$ cat src/rtl/dds_i2s_pkg.sv
// Shared types and helpers for the WM8731 DSP-mode-A transmit path.
package dds_i2s_pkg;

  typedef struct packed {
    logic signed [15:0] l;
    logic signed [15:0] r;
  } stereo_sample_t;

  typedef enum logic [2:0] {
    IDLE,
    SYNC,
    LEFT,
    RIGHT,
    PAD
  } tx_state_e;

  // BCLK periods per frame, rounded to nearest.
  function automatic int unsigned frame_bclks(input int unsigned sys_clk,
                                              input int unsigned fs,
                                              input int unsigned div);
    return (sys_clk + div * fs) / (2 * div * fs);
  endfunction

endpackage

$ cat src/rtl/i2s_bclk_gen.sv
// Bit-clock divider: toggles BCLK every BCLK_DIV clk cycles while enabled and
// flags the clk cycle in which BCLK is driven 1->0.
module i2s_bclk_gen #(
  parameter int BCLK_DIV = 4
) (
  input  logic clk,
  input  logic rst,
  input  logic enable_i,
  output logic bclk_o,
  output logic fall_event_o
);

  localparam int CW = (BCLK_DIV > 1) ? $clog2(BCLK_DIV) : 1;

  logic [CW-1:0] cnt_q, cnt_d;
  logic          bclk_q, bclk_d;
  logic          terminal;

  always_comb begin
    terminal = enable_i && (cnt_q == CW'(BCLK_DIV - 1));
    cnt_d    = cnt_q;
    bclk_d   = bclk_q;
    if (!enable_i) begin
      cnt_d  = '0;
      bclk_d = 1'b0;
    end else if (terminal) begin
      cnt_d  = '0;
      bclk_d = !bclk_q;
    end else begin
      cnt_d = cnt_q + 1'b1;
    end
  end

  always_ff @(posedge clk) begin
    if (rst) begin
      cnt_q  <= '0;
      bclk_q <= 1'b0;
    end else begin
      cnt_q  <= cnt_d;
      bclk_q <= bclk_d;
    end
  end

  assign bclk_o       = bclk_q;
  assign fall_event_o = terminal && bclk_q;

endmodule

$ cat src/rtl/i2s_dsp_tx.sv
// DSP-mode-A master transmitter for the WM8731 DAC port with a one-deep
// stereo holding register behind a valid/ready handshake.
module i2s_dsp_tx
  import dds_i2s_pkg::*;
#(
  parameter int SYSTEM_CLOCK = 50000000,
  parameter int SAMPLE_FREQ  = 96000,
  parameter int SAMPLE_WIDTH = 16,
  parameter int BCLK_DIV     = 4
) (
  input  logic                    clk,
  input  logic                    rst,
  input  logic                    enable_i,
  input  logic [SAMPLE_WIDTH-1:0] sample_l_i,
  input  logic [SAMPLE_WIDTH-1:0] sample_r_i,
  input  logic                    sample_valid_i,
  output logic                    sample_ready_o,
  output logic                    frame_start_o,
  output logic                    underrun_o,
  output logic                    FPGA_I2S_BCLK,
  output logic                    FPGA_I2S_DACLRC,
  output logic                    FPGA_I2S_DACDAT
);

  localparam int unsigned FRAME_BCLKS = frame_bclks(SYSTEM_CLOCK, SAMPLE_FREQ, BCLK_DIV);
  localparam int SLOT_W = $clog2(FRAME_BCLKS);
  localparam int SR_W   = 2 * SAMPLE_WIDTH;

  if (FRAME_BCLKS < 2 * SAMPLE_WIDTH + 1) begin : g_frame_too_short
    $error("FRAME_BCLKS too small to carry two channels plus sync slot");
  end
  if (SAMPLE_WIDTH != $bits(stereo_sample_t) / 2) begin : g_width_mismatch
    $error("SAMPLE_WIDTH must match the 16-bit codec word length");
  end

  tx_state_e          state_q, state_d;
  logic [SLOT_W-1:0]  slot_q, slot_d;
  logic [SR_W-1:0]    shift_q, shift_d;
  stereo_sample_t     hold_q, hold_d;
  stereo_sample_t     last_q, last_d;
  logic               hold_full_q, hold_full_d;
  logic               lrc_q, lrc_d;
  logic               dat_q, dat_d;
  logic               frame_start_q, frame_start_d;
  logic               underrun_q, underrun_d;
  logic               fall_event;
  logic               accept;
  logic               frame_load;

  i2s_bclk_gen #(.BCLK_DIV(BCLK_DIV)) u_bclk (
    .clk          (clk),
    .rst          (rst),
    .enable_i     (enable_i),
    .bclk_o       (FPGA_I2S_BCLK),
    .fall_event_o (fall_event)
  );

  always_comb begin
    state_d       = state_q;
    slot_d        = slot_q;
    shift_d       = shift_q;
    hold_d        = hold_q;
    last_d        = last_q;
    hold_full_d   = hold_full_q;
    lrc_d         = lrc_q;
    dat_d         = dat_q;
    frame_start_d = 1'b0;
    underrun_d    = 1'b0;
    frame_load    = 1'b0;
    accept        = sample_valid_i && !hold_full_q;

    if (!enable_i) begin
      state_d = IDLE;
      slot_d  = '0;
      shift_d = '0;
      lrc_d   = 1'b0;
      dat_d   = 1'b0;
    end else if (fall_event) begin
      if (state_q == IDLE || slot_q == SLOT_W'(FRAME_BCLKS - 1)) slot_d = '0;
      else                                                      slot_d = slot_q + 1'b1;

      if (slot_d == '0)                             state_d = SYNC;
      else if (slot_d <= SLOT_W'(SAMPLE_WIDTH))     state_d = LEFT;
      else if (slot_d <= SLOT_W'(2 * SAMPLE_WIDTH)) state_d = RIGHT;
      else                                          state_d = PAD;

      case (state_d)
        SYNC: begin
          lrc_d         = 1'b1;
          dat_d         = 1'b0;
          frame_start_d = 1'b1;
          frame_load    = 1'b1;
          if (hold_full_q) begin
            shift_d = hold_q;
            last_d  = hold_q;
          end else begin
            shift_d    = last_q;
            underrun_d = 1'b1;
          end
        end
        LEFT, RIGHT: begin
          lrc_d   = 1'b0;
          dat_d   = shift_q[SR_W-1];
          shift_d = shift_q << 1;
        end
        default: begin
          lrc_d = 1'b0;
          dat_d = 1'b0;
        end
      endcase
    end

    // A sample accepted on an underrunning frame start lands here for the next frame.
    if (accept) begin
      hold_d.l    = sample_l_i;
      hold_d.r    = sample_r_i;
      hold_full_d = 1'b1;
    end else if (frame_load && hold_full_q) begin
      hold_full_d = 1'b0;
    end
  end

  always_ff @(posedge clk) begin
    if (rst) begin
      state_q       <= IDLE;
      slot_q        <= '0;
      shift_q       <= '0;
      hold_q        <= '0;
      last_q        <= '0;
      hold_full_q   <= 1'b0;
      lrc_q         <= 1'b0;
      dat_q         <= 1'b0;
      frame_start_q <= 1'b0;
      underrun_q    <= 1'b0;
    end else begin
      state_q       <= state_d;
      slot_q        <= slot_d;
      shift_q       <= shift_d;
      hold_q        <= hold_d;
      last_q        <= last_d;
      hold_full_q   <= hold_full_d;
      lrc_q         <= lrc_d;
      dat_q         <= dat_d;
      frame_start_q <= frame_start_d;
      underrun_q    <= underrun_d;
    end
  end

  assign sample_ready_o  = !hold_full_q;
  assign frame_start_o   = frame_start_q;
  assign underrun_o      = underrun_q;
  assign FPGA_I2S_DACLRC = lrc_q;
  assign FPGA_I2S_DACDAT = dat_q;

endmodule

$ cat config.mk
export PLATFORM = sky130hd
export DESIGN_NAME = i2s_dsp_tx
export DESIGN_NICKNAME = d
export VERILOG_FILES = /design/src/rtl/dds_i2s_pkg.sv /design/src/rtl/i2s_bclk_gen.sv /design/src/rtl/i2s_dsp_tx.sv
export SDC_FILE = /design/constraint.sdc
export NUM_CORES = 1
export LEC_CHECK = 0
export BUFFER_PORTS_ARGS = -buffer_cell sky130_fd_sc_hd__buf_2
export CELL_PAD_IN_SITES_DETAIL_PLACEMENT = 1
export CELL_PAD_IN_SITES_GLOBAL_PLACEMENT = 1
export CORE_ASPECT_RATIO = 1.1
export CORE_MARGIN = 1.5
export CORE_UTILIZATION = 47
export DETAILED_ROUTE_END_ITERATION = 12
export GPL_TIMING_DRIVEN = 0
export PLACE_DENSITY = 0.92
export REMOVE_ABC_BUFFERS = 1
export SETUP_SLACK_MARGIN = 0.3
export SYNTH_ARGS = -nofsm -noshare
export SYNTH_HDL_FRONTEND = slang
export SYNTH_SLANG_ARGS = --single-unit
$ cat constraint.sdc
create_clock -name clk -period 2.92 [get_ports clk]
set_input_delay 0.438 -clock clk [delete_from_list [all_inputs] [get_ports clk]]
set_output_delay 0.438 -clock clk [all_outputs]
set_load 0.02 [all_outputs]
* Word level (Yosys, flattened, before mapping)
Cells that the tools add are included.
Widths: inputs -> output; s select.
** Cells by class
- Order comparisons :: 2
- Shifts and indexed selects :: 0
- Div/mod/pow operators :: 0
- Muxes and demuxes :: 17
- Multiply operators :: 0
- Reductions and logical operators :: 17
- Add/sub/neg operators :: 2
- Eq/ne operators :: 5
- Bitwise operators :: 3
** Operators with widths (count)
- $pmux 32 s2 :: 1
- $mux 32 :: 1
- $mux 7 :: 3
- $mux 3 :: 5
- $add 7x1->7 const B :: 1
- $eq 7x7->1 const B :: 1
- $le 7x5->1 const B :: 1
- $le 7x6->1 const B :: 1
- $logic_not 7->1 :: 1
- $mux 1 :: 7
- $eq 3x2->1 const B :: 2
- $logic_and 1x1->1 :: 4
- $reduce_bool 2->1 :: 2
- $reduce_or 2->1 :: 2
- $reduce_or 4->1 :: 1
- $eq 3x1->1 const B :: 1
- $logic_not 3->1 :: 1
- $not 1->1 :: 3
- $reduce_and 3->1 :: 1
- $reduce_or 3->1 :: 1
- $add 2x1->2 const B :: 1
- $eq 2x2->1 const B :: 1
- $logic_not 1->1 :: 2
- $reduce_and 2->1 :: 1
- $logic_or 1x1->1 :: 1
** Storage, ports and cells
- Bits in latches :: 0
- Bits in writable memories :: 0
- Word-level logic and storage cells :: 60
- ROM bits :: 0
- Register bits after elaboration :: 114
- Memories :: 0
- Input port bits :: 36
- Output and inout bits :: 6

* Logic depth before layout (Yosys ltp)
Gate-level depths: netlist of run 1.
- Word-level depth :: 18
- Mapped depth :: 10
- Gate-level depth less buffers :: 8

* By module
Synthesis of run 1 repeated with hierarchy kept, for this count alone.
** Unflattened totals
- Cells, all modules :: 552
- Area total of the unflattened synthesis :: 5186.2 um^2
** By module, submodules not included
- i2s_dsp_tx :: cells an instance 542, area each 5067.4 um^2, instances 1
- i2s_bclk_gen :: cells an instance 10, area each 118.9 um^2, instances 1

* Least setup slack after synthesis of run 1
No wires, ideal clock.
- Path type :: register to register
- Start :: reg slot_q[1]
- End :: reg shift_q[31]
- Path buffers :: 2
- Data arrival time :: 1.998 ns
- Data required time :: 2.803 ns
- Stages on the path, launching flop included :: 10
- Setup slack :: 0.805 ns
- Clock period less this slack :: 2.115 ns
- Setup time :: 0.117 ns
- Cell sequence :: dfxtp_1 ha_1 buf_4 nand3_2 nor4b_4 nor3_2 o21ai_2 buf_4 mux2_1 a22o_1
** On the way
- Word-level cells in the longest chain between the ends :: 15
- Elaborated cells between the ends (all ways) :: 21
- Those cells by class :: add/sub: 1; order compare: 2; eq/ne: 4; mux: 9; reduce/logical: 5
** RTL lines
- start, declared :: RTL line i2s_dsp_tx.sv:37 : logic [SLOT_W-1:0] slot_q, slot_d;
- start signal, assigned :: RTL line i2s_dsp_tx.sv:137 : slot_q <= slot_d;
- branches (longest 2 deep; another with $add 7x1->7)
- $mux 7 * :: RTL line i2s_dsp_tx.sv:79 : if (state_q == IDLE || slot_q == SLOT_W'(FRAME_BCLKS - 1)) slot_d = '0;
- $mux 7 * :: RTL line i2s_dsp_tx.sv:78 : end else if (fall_event) begin
- $mux 7 * :: RTL line i2s_dsp_tx.sv:72 : if (!enable_i) begin
- $le 7x6->1 :: RTL line i2s_dsp_tx.sv:84 : else if (slot_d <= SLOT_W'(2 * SAMPLE_WIDTH)) state_d = RIGHT;
- $mux 3 :: RTL line i2s_dsp_tx.sv:84
- $mux 3 :: RTL line i2s_dsp_tx.sv:83 : else if (slot_d <= SLOT_W'(SAMPLE_WIDTH)) state_d = LEFT;
- $mux 3 * :: RTL line i2s_dsp_tx.sv:82 : if (slot_d == '0) state_d = SYNC;
- $mux 3 * :: RTL line i2s_dsp_tx.sv:78
- $mux 3 * :: RTL line i2s_dsp_tx.sv:72
- $eq 3x2->1 :: RTL line i2s_dsp_tx.sv:87 : case (state_d)
- $reduce_or 2->1 :: RTL line i2s_dsp_tx.sv:87
- $reduce_bool 2->1 (no source line)
- $reduce_and 2->1 (no source line)
- end signal, assigned :: RTL line i2s_dsp_tx.sv:138 : shift_q <= shift_d;
- end, declared :: RTL line i2s_dsp_tx.sv:38 : logic [SR_W-1:0] shift_q, shift_d;
Mark *: on every way between the ends. The select of a mux whose other input is x is not followed.
A chain may end at the register's enable or synchronous reset.

* Final worst setup path of run 1
- Start :: reg slot_q[1]
- End :: reg last_q[26] (netlist bit)
** On the way
- Word-level cells in the longest chain between the ends :: 13
- Elaborated cells between the ends (all ways) :: 16
- Those cells by class :: add/sub: 1; order compare: 2; eq/ne: 2; mux: 8; reduce/logical: 3
** RTL lines
- branches (longest 2 deep; another with $add 7x1->7)
- $mux 7 * :: RTL line i2s_dsp_tx.sv:79
- $mux 7 * :: RTL line i2s_dsp_tx.sv:78
- $mux 7 * :: RTL line i2s_dsp_tx.sv:72
- $le 7x6->1 :: RTL line i2s_dsp_tx.sv:84
- $mux 3 :: RTL line i2s_dsp_tx.sv:84
- $mux 3 :: RTL line i2s_dsp_tx.sv:83
- $mux 3 * :: RTL line i2s_dsp_tx.sv:82
- $mux 3 * :: RTL line i2s_dsp_tx.sv:78
- $mux 3 * :: RTL line i2s_dsp_tx.sv:72
- $eq 3x1->1 * :: RTL line i2s_dsp_tx.sv:87
- $reduce_and 3->1 (no source line) *
- end signal, assigned :: RTL line i2s_dsp_tx.sv:140 : last_q <= last_d;
- end, declared :: RTL line i2s_dsp_tx.sv:40 : stereo_sample_t last_q, last_d;
Marked as above.

==> impl_metrics.yaml, run 1 <==
floorplan:
  die_w_um: 102.4
  placementRows: 39
  start_util: 0.4872
  fp.dieArea_um2: 11510
  core_um2: 10490
  die-height_um: 112.4
  pin_count: 42
timing:
  fin_crit_sh: 0.8963
  rsz0062_at_grt: "no"
  skew_ps: 8.087
  setup_viol: 0
  timing.fmax_mhz: 382.1
  hold_viol: 0
  drv_slew: 0
  maxSlewHeadroom: 0.1049
  tns_ps: 0
  worstMarginPinSlew_ps: 1339
  min_period_ps: 2617
  whs_ps: 262.3
clocking:
  clk_latency_ps: 410
  cts.sinks: 114
  cts-root-buf: "clkbuf_16"
  cts.path.max_buffers: 2
  ctsHoldBuffers: 0
  htreeDepth: 4
  cts_inserted_buffers: 17
  cts_tree: "done"
  path_clk_slew_ps: 60
power_and_ir_drop:
  p_leak_nw: 2.263
  p_per_area_nw_per_um2: 626.7
  irDropWorstVdd_mv: 0.4573
global_routing:
  grt_use_total: 0.2912
  grt_max_degree: 72
  grt_pass1_vias: 4734
  grt-ovfl-total: 0
  grt_first_pass_wirelength_mm: 25.45
  antenna_found_initial: 0
route:
  vias: 4378
  firstDrtPassIters: 5
  post_drt_wl_per_cell_um: 23.13
  drt_iter0_drc: 260
  ant_nets: 0
  via_per_inst: 6.299
  wl_mm: 16.08
  drc_errors: 0
logic_synthesis:
  synth_area_leaders: "dfxtp_1, mux2i_1, a21oi_1, a211oi_2, a22o_1"
  synth.most_common_cell: "dfxtp_1"
  synth-seq-cells: 114
  synth_area_um2: 5111
  synthArstFlopShare: 0
  yosys_warnings: 0
  synth_common_cells: "dfxtp_1, nand2_1, a21oi_1"
  yosysTopAreaCell: "dfxtp_1"
  synth_edf_count: 0
  yosysUniqueCellTypes: 54
  avgSynthCellArea_um2: 9.944
  syn_inst: 514
  yosysSeqAreaShare: 0.4465
  ys.flop_type: "dfxtp_1"
  netlist.area_leader.share: 0.4465
finish:
  layout-drive-gt1-share: 0.2428
  num_antenna_cells: 0
  fin_cells: 695
  fin_nets: 580
  n_fill_cell: 1123
  stdcell_area_um2: 6007
  synthToLayoutAreaGrowth_pct: 17.53
run_status:
  outcome: "complete, no violations"
setup_path:
  crit_slowest_cell: "dfxtp_1"
  max_stage_delay_ps: 520
  cp.arrival_ps: 2920
  crit_type: "reg2reg"
  cp-end-kind: "register"
  cp-start-kind: "register"
  crit_fanout: 36
  crit_chain: "inv_1 > ha_1 > nor2_2 > nand4_4 > o21ai_4 > buf_12 > buf_12 > a21oi_1 > a211oi_1"
  worstPathRequired_ps: 3220
  cp_common_cell: "buf_12"
placement:
  place_hpwl_mm: 7.573
  port_buffers: 41
  gp_congestion: 0.7909
  dp.cells: 652
  dpl_cell_area_um2: 5245
min_path:
  worstHoldPathType: "in2reg"
run:
  drv_cap: 0
-- timing repair --
item,in CTS,in global routing
hold endpoints to repair,0,0
pin swaps,5,3
cloned,5,0
setup buffers,5,3
resized for setup,10,5
setup endpoints to repair,70,43
-- critical path, delay by kind of cell, from the launching register on --
kind / cells / cell delay (ps)
adders and majority gates: 1 / 330
AOI/OAI and AO/OA: 3 / 670
buffers and inverters: 3 / 460
and+or+nand+nor: 2 / 510
DFF: 1 / 520
-- cell type report --
| cell class | count | area (um^2) | area share |
|---|---|---|---|
| timing repair buffer | 52 | 360.3 | 0.05999 |
| clock inverter | 7 | 85.08 | 0.01416 |
| sequential | 114 | 2286 | 0.3805 |
| clock buffer | 23 | 457.9 | 0.07623 |
| multi-input combinational | 352 | 2624 | 0.4368 |
| tap | 143 | 178.9 | 0.02979 |
| inverter | 4 | 15.01 | 0.002499 |
-- registers in the layout, indices dropped and copies added, names as in the netlist, 2 cells and up --
register      cells
hold_q           32
state_q           3
slot_q            7
u_bclk.cnt_q      2
last_q           32
shift_q          32
-- routing by layer --
layer  global-route usage  vias to the layer above  wire length (um)
met5                    0                        -                 0
met4               0.1553                        0               728
met3              0.06849                       82               861
met2               0.4901                      172              8136
met1               0.3386                     2174              6349
li1                     -                     1950                 -
-- stage by stage --
| step | setup slack (ps) | util | power, mW |
|---|---|---|---|
| 6_report | 302.7 | 0.5726 | 3.765 |
| 3_5_place_dp | -570.9 | 0.4999 | 1.822 |
| 3_3_place_gp | -2316 | 0.4931 | 1.809 |
| 2_1_floorplan | -1071 | - | 1.736 |
| 4_1_cts | 302.9 | 0.5674 | 3.761 |
| 5_1_grt | 246.6 | 0.5726 | 3.862 |
-- path summary, 6_finish.rpt --
check             startpoint               to  slack (ps)  cells after the start
min reg2reg  u_bclk.cnt_q[0]  u_bclk.cnt_q[0]         450                      1
max                slot_q[1]       last_q[26]         300                      9
max reg2reg        slot_q[1]       last_q[26]         300                      9
min            sample_l_i[2]       hold_q[18]         260                      3
-- cell usage in the layout (no fill, tap or decap), drive strengths merged, types with 3 or more instances in the layout --
cell type  count
dfxtp        114
nand2         72
a21oi         66
buf           52
mux2i         34
a22o          33
a2bb2oi       30
a211oi        30
clkbuf        23
nor2          15
o21ai         10
nor3           8
nand2b         7
nand3          6
clkinv         5
xnor2          4
inv            4
and3           4
a21o           3
and2           3
ha             3
-- cell families (layout without fill, tap and decap cells) --
| logic type | Yosys count | count (layout) | synth area share |
|---|---|---|---|
| flip-flops | 114 | 114 | 0.4465 |
| multiplexers | 36 | 36 | 0.07099 |
| buffers and inverters | 53 | 86 | 0.06585 |
| AO/OA/AOI/OAI | 183 | 186 | 0.2852 |
| AND/OR/NAND/NOR | 121 | 123 | 0.1173 |
| adder cells (fa/ha/maj) | 3 | 3 | 0.007345 |
| XOR/XNOR | 4 | 4 | 0.006854 |
-- power by group --
part	switching (mW)	internal (mW)	total [mW]
logic	0.119	0.0713	0.190
registers	0.0247	1.59	1.61
clock network	0.704	1.26	1.96
total	0.847	2.92	3.76
(Power assumes the default switching activity.)
==> run 2: changes to the inputs <==
--- a/config.mk
+++ b/config.mk
@@ -5,15 +5,16 @@
 export SDC_FILE = /design/constraint.sdc
 export NUM_CORES = 1
 export LEC_CHECK = 0
+export ABC_AREA = 1
 export BUFFER_PORTS_ARGS = -buffer_cell sky130_fd_sc_hd__buf_2
 export CELL_PAD_IN_SITES_DETAIL_PLACEMENT = 1
 export CELL_PAD_IN_SITES_GLOBAL_PLACEMENT = 1
 export CORE_ASPECT_RATIO = 1.1
 export CORE_MARGIN = 1.5
-export CORE_UTILIZATION = 47
+export CORE_UTILIZATION = 43
 export DETAILED_ROUTE_END_ITERATION = 12
 export GPL_TIMING_DRIVEN = 0
-export PLACE_DENSITY = 0.92
+export PLACE_DENSITY = 0.9
 export REMOVE_ABC_BUFFERS = 1
 export SETUP_SLACK_MARGIN = 0.3
 export SYNTH_ARGS = -nofsm -noshare
==> impl_metrics.yaml, run 2 <==
global_routing:
  grt_pass1_vias: 4767
  grt_first_pass_wirelength_mm: 23.16
  grt_max_degree: 39
  grt_use_total: 0.2414
  antenna_found_initial: 0
  grt-ovfl-total: 0
setup_path:
  crit_fanout: 33
  r2r.worst_path.cells: 11
  crit_path_end: "shift_q[23]"
  cp-end-kind: "register"
  r2r_slack_ps: 470
  rr_endpoint: "shift_q[23]"
  rr_startpoint: "slot_q[0]"
  cp-start-kind: "register"
  worstPathRequired_ps: 3260
  cp.arrival_ps: 2790
  startpoint: "slot_q[0]"
  crit_type: "reg2reg"
route:
  drt_iter0_drc: 206
  via_per_inst: 5.318
  ant_nets: 0
  vias: 4627
  firstDrtPassIters: 4
  wl_mm: 14.16
  drc_errors: 0
  post_drt_wl_per_cell_um: 16.28
timing:
  worst_slack_ps: 469.8
  maxSlewHeadroom: 0.5609
  skew_ps: 15.33
  rsz0062_at_grt: "yes"
  min_period_ps: 2450
  hold_viol: 0
  worstMarginPinSlew_ps: 658.6
  fin_crit_sh: 0.8391
  timing.fmax_mhz: 408.1
  setup_viol: 0
  drv_slew: 0
clocking:
  cts.path.max_buffers: 2
  cts_tree: "done"
  htreeDepth: 4
  cts_inserted_buffers: 17
  cts-root-buf: "clkbuf_16"
  ctsHoldBuffers: 0
  clk_latency_ps: 410
  path_clk_slew_ps: 50
  cts.sinks: 114
logic_synthesis:
  yosysUniqueCellTypes: 32
  synth_common_cells: "nand2_1, nor2_1, dfxtp_1"
  netlist.area_leader.share: 0.4562
  yosysTopAreaCell: "dfxtp_1"
  syn_inst: 678
  synth_area_leaders: "dfxtp_1, nand2_1, nor2_1, nand3_1, mux2i_1"
  yosysSeqAreaShare: 0.4562
  synth_edf_count: 0
  ys.flop_type: "dfxtp_1"
  synth-seq-cells: 114
  synthArstFlopShare: 0
  synth.most_common_cell: "nand2_1"
  synth_area_um2: 5002
  avgSynthCellArea_um2: 7.378
  yosys_warnings: 0
floorplan:
  placementRows: 41
  core_um2: 11390
  fp.dieArea_um2: 12290
  pin_count: 42
  die-height_um: 116.1
  start_util: 0.4392
  die_w_um: 105.8
placement:
  pre_cts_slack_ps: -173.8
  gp_congestion: 0.7696
  port_buffers: 41
  dp.cells: 834
  place_hpwl_mm: 8.200
run_status:
  outcome: "complete, no violations"
power_and_ir_drop:
  irDropWorstVdd_mv: 0.3220
  p_leak_nw: 2.714
  p_per_area_nw_per_um2: 634.2
finish:
  fin_cells: 870
  layout-drive-gt1-share: 0.1611
  biggestRegsByFlops: "hold_q x32, last_q x32, shift_q x32"
  fin_util: 0.5250
  num_antenna_cells: 0
  synthToLayoutAreaGrowth_pct: 19.53
  final_cell_mix: "nand2_1, nor2_1, dfxtp_1"
  fin_nets: 747
  layout_commonest_cell: "nand2_1"
min_path:
  worstHoldPathType: "in2reg"
run:
  drv_cap: 0
## run 2: changes by cell type in the layout (fill, tap and decap cells not counted), moves of 24 or more
| cell | previous run | this run |
|---|---|---|
| nand3_1 | 4 | 69 |
| a21oi_1 | 65 | 7 |
| a2bb2oi_1 | 30 | 0 |
| nor2_1 | 12 | 137 |
| nand2_1 | 72 | 161 |
| a211oi_2 | 24 | 0 |
| a22o_1 | 33 | 0 |
| o21ai_0 | 7 | 35 |
## run 2: final cells by class
class	count	area, um^2
clock inverters	5	50.05
clock buffers	26	509.2
flip-flops and latches	114	2283
fillers	1426	5409
multi-input cells	504	2481
inverters	20	82.58
repair inverters	1	7.507
repair buffers	50	377.9
well taps	150	187.7
## run 2: power by group
group	internal, mW	switching [mW]
clock network	1.27	0.678
registers	1.60	0.0335
logic	0.0851	0.127
total	2.95	0.838
## run 2: timing repair
action                                  4_1_cts  5_1_grt
pin swaps                                     1        0
endpoints found under the setup margin       79       53
setup buffers                                 3        1
endpoints found under the hold margin         0        0
resized for setup                             8        5
cloned                                        1        0
## run 2: cells by family after synthesis
family,Yosys count,synth area share
AND/OR/NAND/NOR,417,0.3597
flip-flops,114,0.4562
buffers and inverters,60,0.05778
AO/OA/AOI/OAI,52,0.05503
multiplexers,31,0.06203
adder cells (fa/ha/maj),3,0.007505
XOR/XNOR,1,0.001751
## run 2: layer usage
| layer | global-route usage | part of all wire | vias to the layer above |
|---|---|---|---|
| met4 | 0.09279 | 0.021 | 0 |
| li1 | - | - | 2250 |
| met5 | 0 | 0 | - |
| met2 | 0.4610 | 0.54 | 98 |
| met1 | 0.2655 | 0.41 | 2252 |
| met3 | 0.04576 | 0.032 | 27 |
## run 2: worst min-delay path by stage
stage                          from              end  slack, ps  depth (start not counted)
detailed placement  u_bclk.cnt_q[0]  u_bclk.cnt_q[0]        430                          1
finish                          rst      hold_full_q        230                          2
global placement    u_bclk.cnt_q[0]  u_bclk.cnt_q[0]        410                          1
global route                    rst      hold_full_q        230                          2
CTS                             rst      hold_full_q        220                          2
floorplan           u_bclk.cnt_q[0]  u_bclk.cnt_q[0]        400                          1
## run 2: critical path, stage by stage, from the launching register on
cell,delay [ps]
dfxtp_1,370
inv_1,110
ha_1,230
nand2_1,80
nor2_2,50
nor2_4,190
nand3_2,200
nand4_1,230
nand2_1,250
nand2_4,370
nand3_1,160
nand2_1,130
## run 2: through the flow
stage	power (mW)	instance area [um^2]	hold WS, ps	setup TNS [ps]
detailed placement	1.861	5316	430.8	-4649
CTS	3.809	5934	220.2	0
finish	3.792	5979	226.8	0
global route	3.932	5979	230.3	0
global placement	1.846	5181	412.2	-117910
floorplan	1.780	4788	404.3	-12580
==> run 3: changes to the inputs <==
--- a/config.mk
+++ b/config.mk
@@ -5,16 +5,16 @@
 export SDC_FILE = /design/constraint.sdc
 export NUM_CORES = 1
 export LEC_CHECK = 0
-export ABC_AREA = 1
+export ABC_AREA = 0
 export BUFFER_PORTS_ARGS = -buffer_cell sky130_fd_sc_hd__buf_2
 export CELL_PAD_IN_SITES_DETAIL_PLACEMENT = 1
 export CELL_PAD_IN_SITES_GLOBAL_PLACEMENT = 1
 export CORE_ASPECT_RATIO = 1.1
 export CORE_MARGIN = 1.5
-export CORE_UTILIZATION = 43
+export CORE_UTILIZATION = 42
 export DETAILED_ROUTE_END_ITERATION = 12
 export GPL_TIMING_DRIVEN = 0
-export PLACE_DENSITY = 0.9
+export PLACE_DENSITY = 0.87
 export REMOVE_ABC_BUFFERS = 1
 export SETUP_SLACK_MARGIN = 0.3
 export SYNTH_ARGS = -nofsm -noshare
==> constraint.sdc (replaced) <==
create_clock -name clk -period 2.1 [get_ports clk]
set_input_delay 0.315 -clock clk [delete_from_list [all_inputs] [get_ports clk]]
set_output_delay 0.315 -clock clk [all_outputs]
set_load 0.02 [all_outputs]
==> impl_metrics.yaml, run 3 (synthesis results as in run 1) <==
run_status:
  outcome: "finished with violations"
  violations: "negative setup slack"
route:
  drt_iter0_drc: 474
  post_drt_wl_per_cell_um: 28.64
  drc_errors: 0
  ant_nets: 0
  via_per_inst: 6.500
  vias: 4823
  firstDrtPassIters: 6
  wl_mm: 21.25
power_and_ir_drop:
  irDropWorstVdd_mv: 0.5580
  p_leak_nw: 2.618
  power_mw: 5.582
  p_per_area_nw_per_um2: 798.0
global_routing:
  grt_use_total: 0.3010
  grt_max_degree: 72
  grt_first_pass_wirelength_mm: 28.86
  grt-ovfl-total: 0
  antenna_found_initial: 0
  grt_pass1_vias: 5088
clocking:
  clk_latency_ps: 430
  cts.path.max_buffers: 2
  cts_inserted_buffers: 17
  htreeDepth: 4
  cts_tree: "done"
  cts.sinks: 114
  path_clk_slew_ps: 50
  cts-root-buf: "clkbuf_16"
finish:
  layout_commonest_cell: "dfxtp_1"
  stdcell_area_um2: 6994
  biggestRegsByFlops: "hold_q x32, last_q x32, shift_q x32"
  fin_cells: 742
  final_cell_mix: "dfxtp_1, nand2_1, a21oi_1"
  num_antenna_cells: 0
  layout-drive-gt1-share: 0.3929
  fin_nets: 616
  synthToLayoutAreaGrowth_pct: 36.84
  fin_util: 0.5863
setup_path:
  max_stage_delay_ps: 420
  cp-start-kind: "register"
  crit_family: "compound AO/OA/AOI/OAI gates"
  crit_slowest_cell: "a311oi_1"
  cp.arrival_ps: 2620
  crit_chain: "buf_4 > and3_4 > a311oi_1 > or3_4 > nor3_4 > buf_12 > o21ba_4 > buf_12 > a22o_1"
  worstPathRequired_ps: 2400
  critPathBufInv: 3
  crit_type: "reg2reg"
  cp-end-kind: "register"
  crit_fanout: 7
  cp_common_cell: "buf_12"
placement:
  dp.cells: 664
  port_buffers: 41
  dpl_cell_area_um2: 5306
  place_hpwl_mm: 7.638
  gp_congestion: 0.7973
timing:
  setup_viol: 67
  min_period_ps: 2317
  rsz0062_at_grt: "yes"
  maxSlewHeadroom: 0.5211
  skew_ps: 19.39
  timing.fmax_mhz: 431.5
  worst_slack_ps: -217.5
  hold_viol: 0
  worstMarginPinSlew_ps: 718.4
  tns_ps: -8225
  drv_slew: 0
  fin_crit_sh: 1.104
floorplan:
  pin_count: 42
  die-height_um: 118.7
  fp.dieArea_um2: 12840
  start_util: 0.4285
  core_um2: 11930
  die_w_um: 108.2
  placementRows: 42
min_path:
  worstHoldPathType: "in2reg"
run:
  drv_cap: 0
## run 3: area by class of cell
| class | count | area [um^2] |
|---|---|---|
| Clock inverter | 5 | 100.1 |
| Timing Repair Buffer | 87 | 889.6 |
| Tap cell | 154 | 192.7 |
| Inverter | 4 | 22.52 |
| Fill cell | 1242 | 4935 |
| Multi-Input combinational cell | 353 | 2992 |
| Clock buffer | 25 | 495.5 |
| Sequential cell | 114 | 2302 |
## run 3: worst min-delay path: cells and delay by family
family	cells	cell delay (ps)
AO/OA/AOI/OAI	1	50
AND/OR/NAND/NOR	1	40
buffers and inverters	1	100
## run 3: what timing repair did
action,CTS,global route
setup buffers,33,5
endpoints found under the hold margin,0,0
resized for setup,50,57
hold buffers,0,0
setup endpoints to repair,112,82
pin swaps,22,32
gates cloned,6,4
## run 3: path summary, 6_finish.rpt
| check | startpoint | end | slack (ps) | cells past startpoint |
|---|---|---|---|---|
| worst min register to register | hold_q[23] | hold_q[23] | 460 | 2 |
| worst max-delay path | slot_q[1] | shift_q[31] | -220 | 9 |
| worst min-delay path | sample_l_i[5] | hold_q[21] | 130 | 3 |
| worst max register to register | slot_q[1] | shift_q[31] | -220 | 9 |
## run 3: power by group
part | switching, mW | total (mW) | internal (mW)
Sequential | 0.0469 | 2.25 | 2.20
Clock | 1.04 | 3.01 | 1.98
Combinational | 0.195 | 0.318 | 0.123
## run 3: metal layers
layer / wire length, um / up-vias / track usage
met3: 1456 / 104 / 0.06564
met2: 10820 / 288 / 0.5233
met1: 7740 / 2412 / 0.3376
li1: - / 2019 / -
met4: 1236 / 0 / 0.1612
met5: 0 / - / 0
## run 3: metrics by stage
step                      setup WS, ps  hold slack [ps]
final                           -217.5            131.4
after CTS                       -69.22            138.1
after global routing            -252.7            141.4
after global placement           -3180            413.1
after detailed placement         -1116            430.0
after floorplan                  -1891            379.6
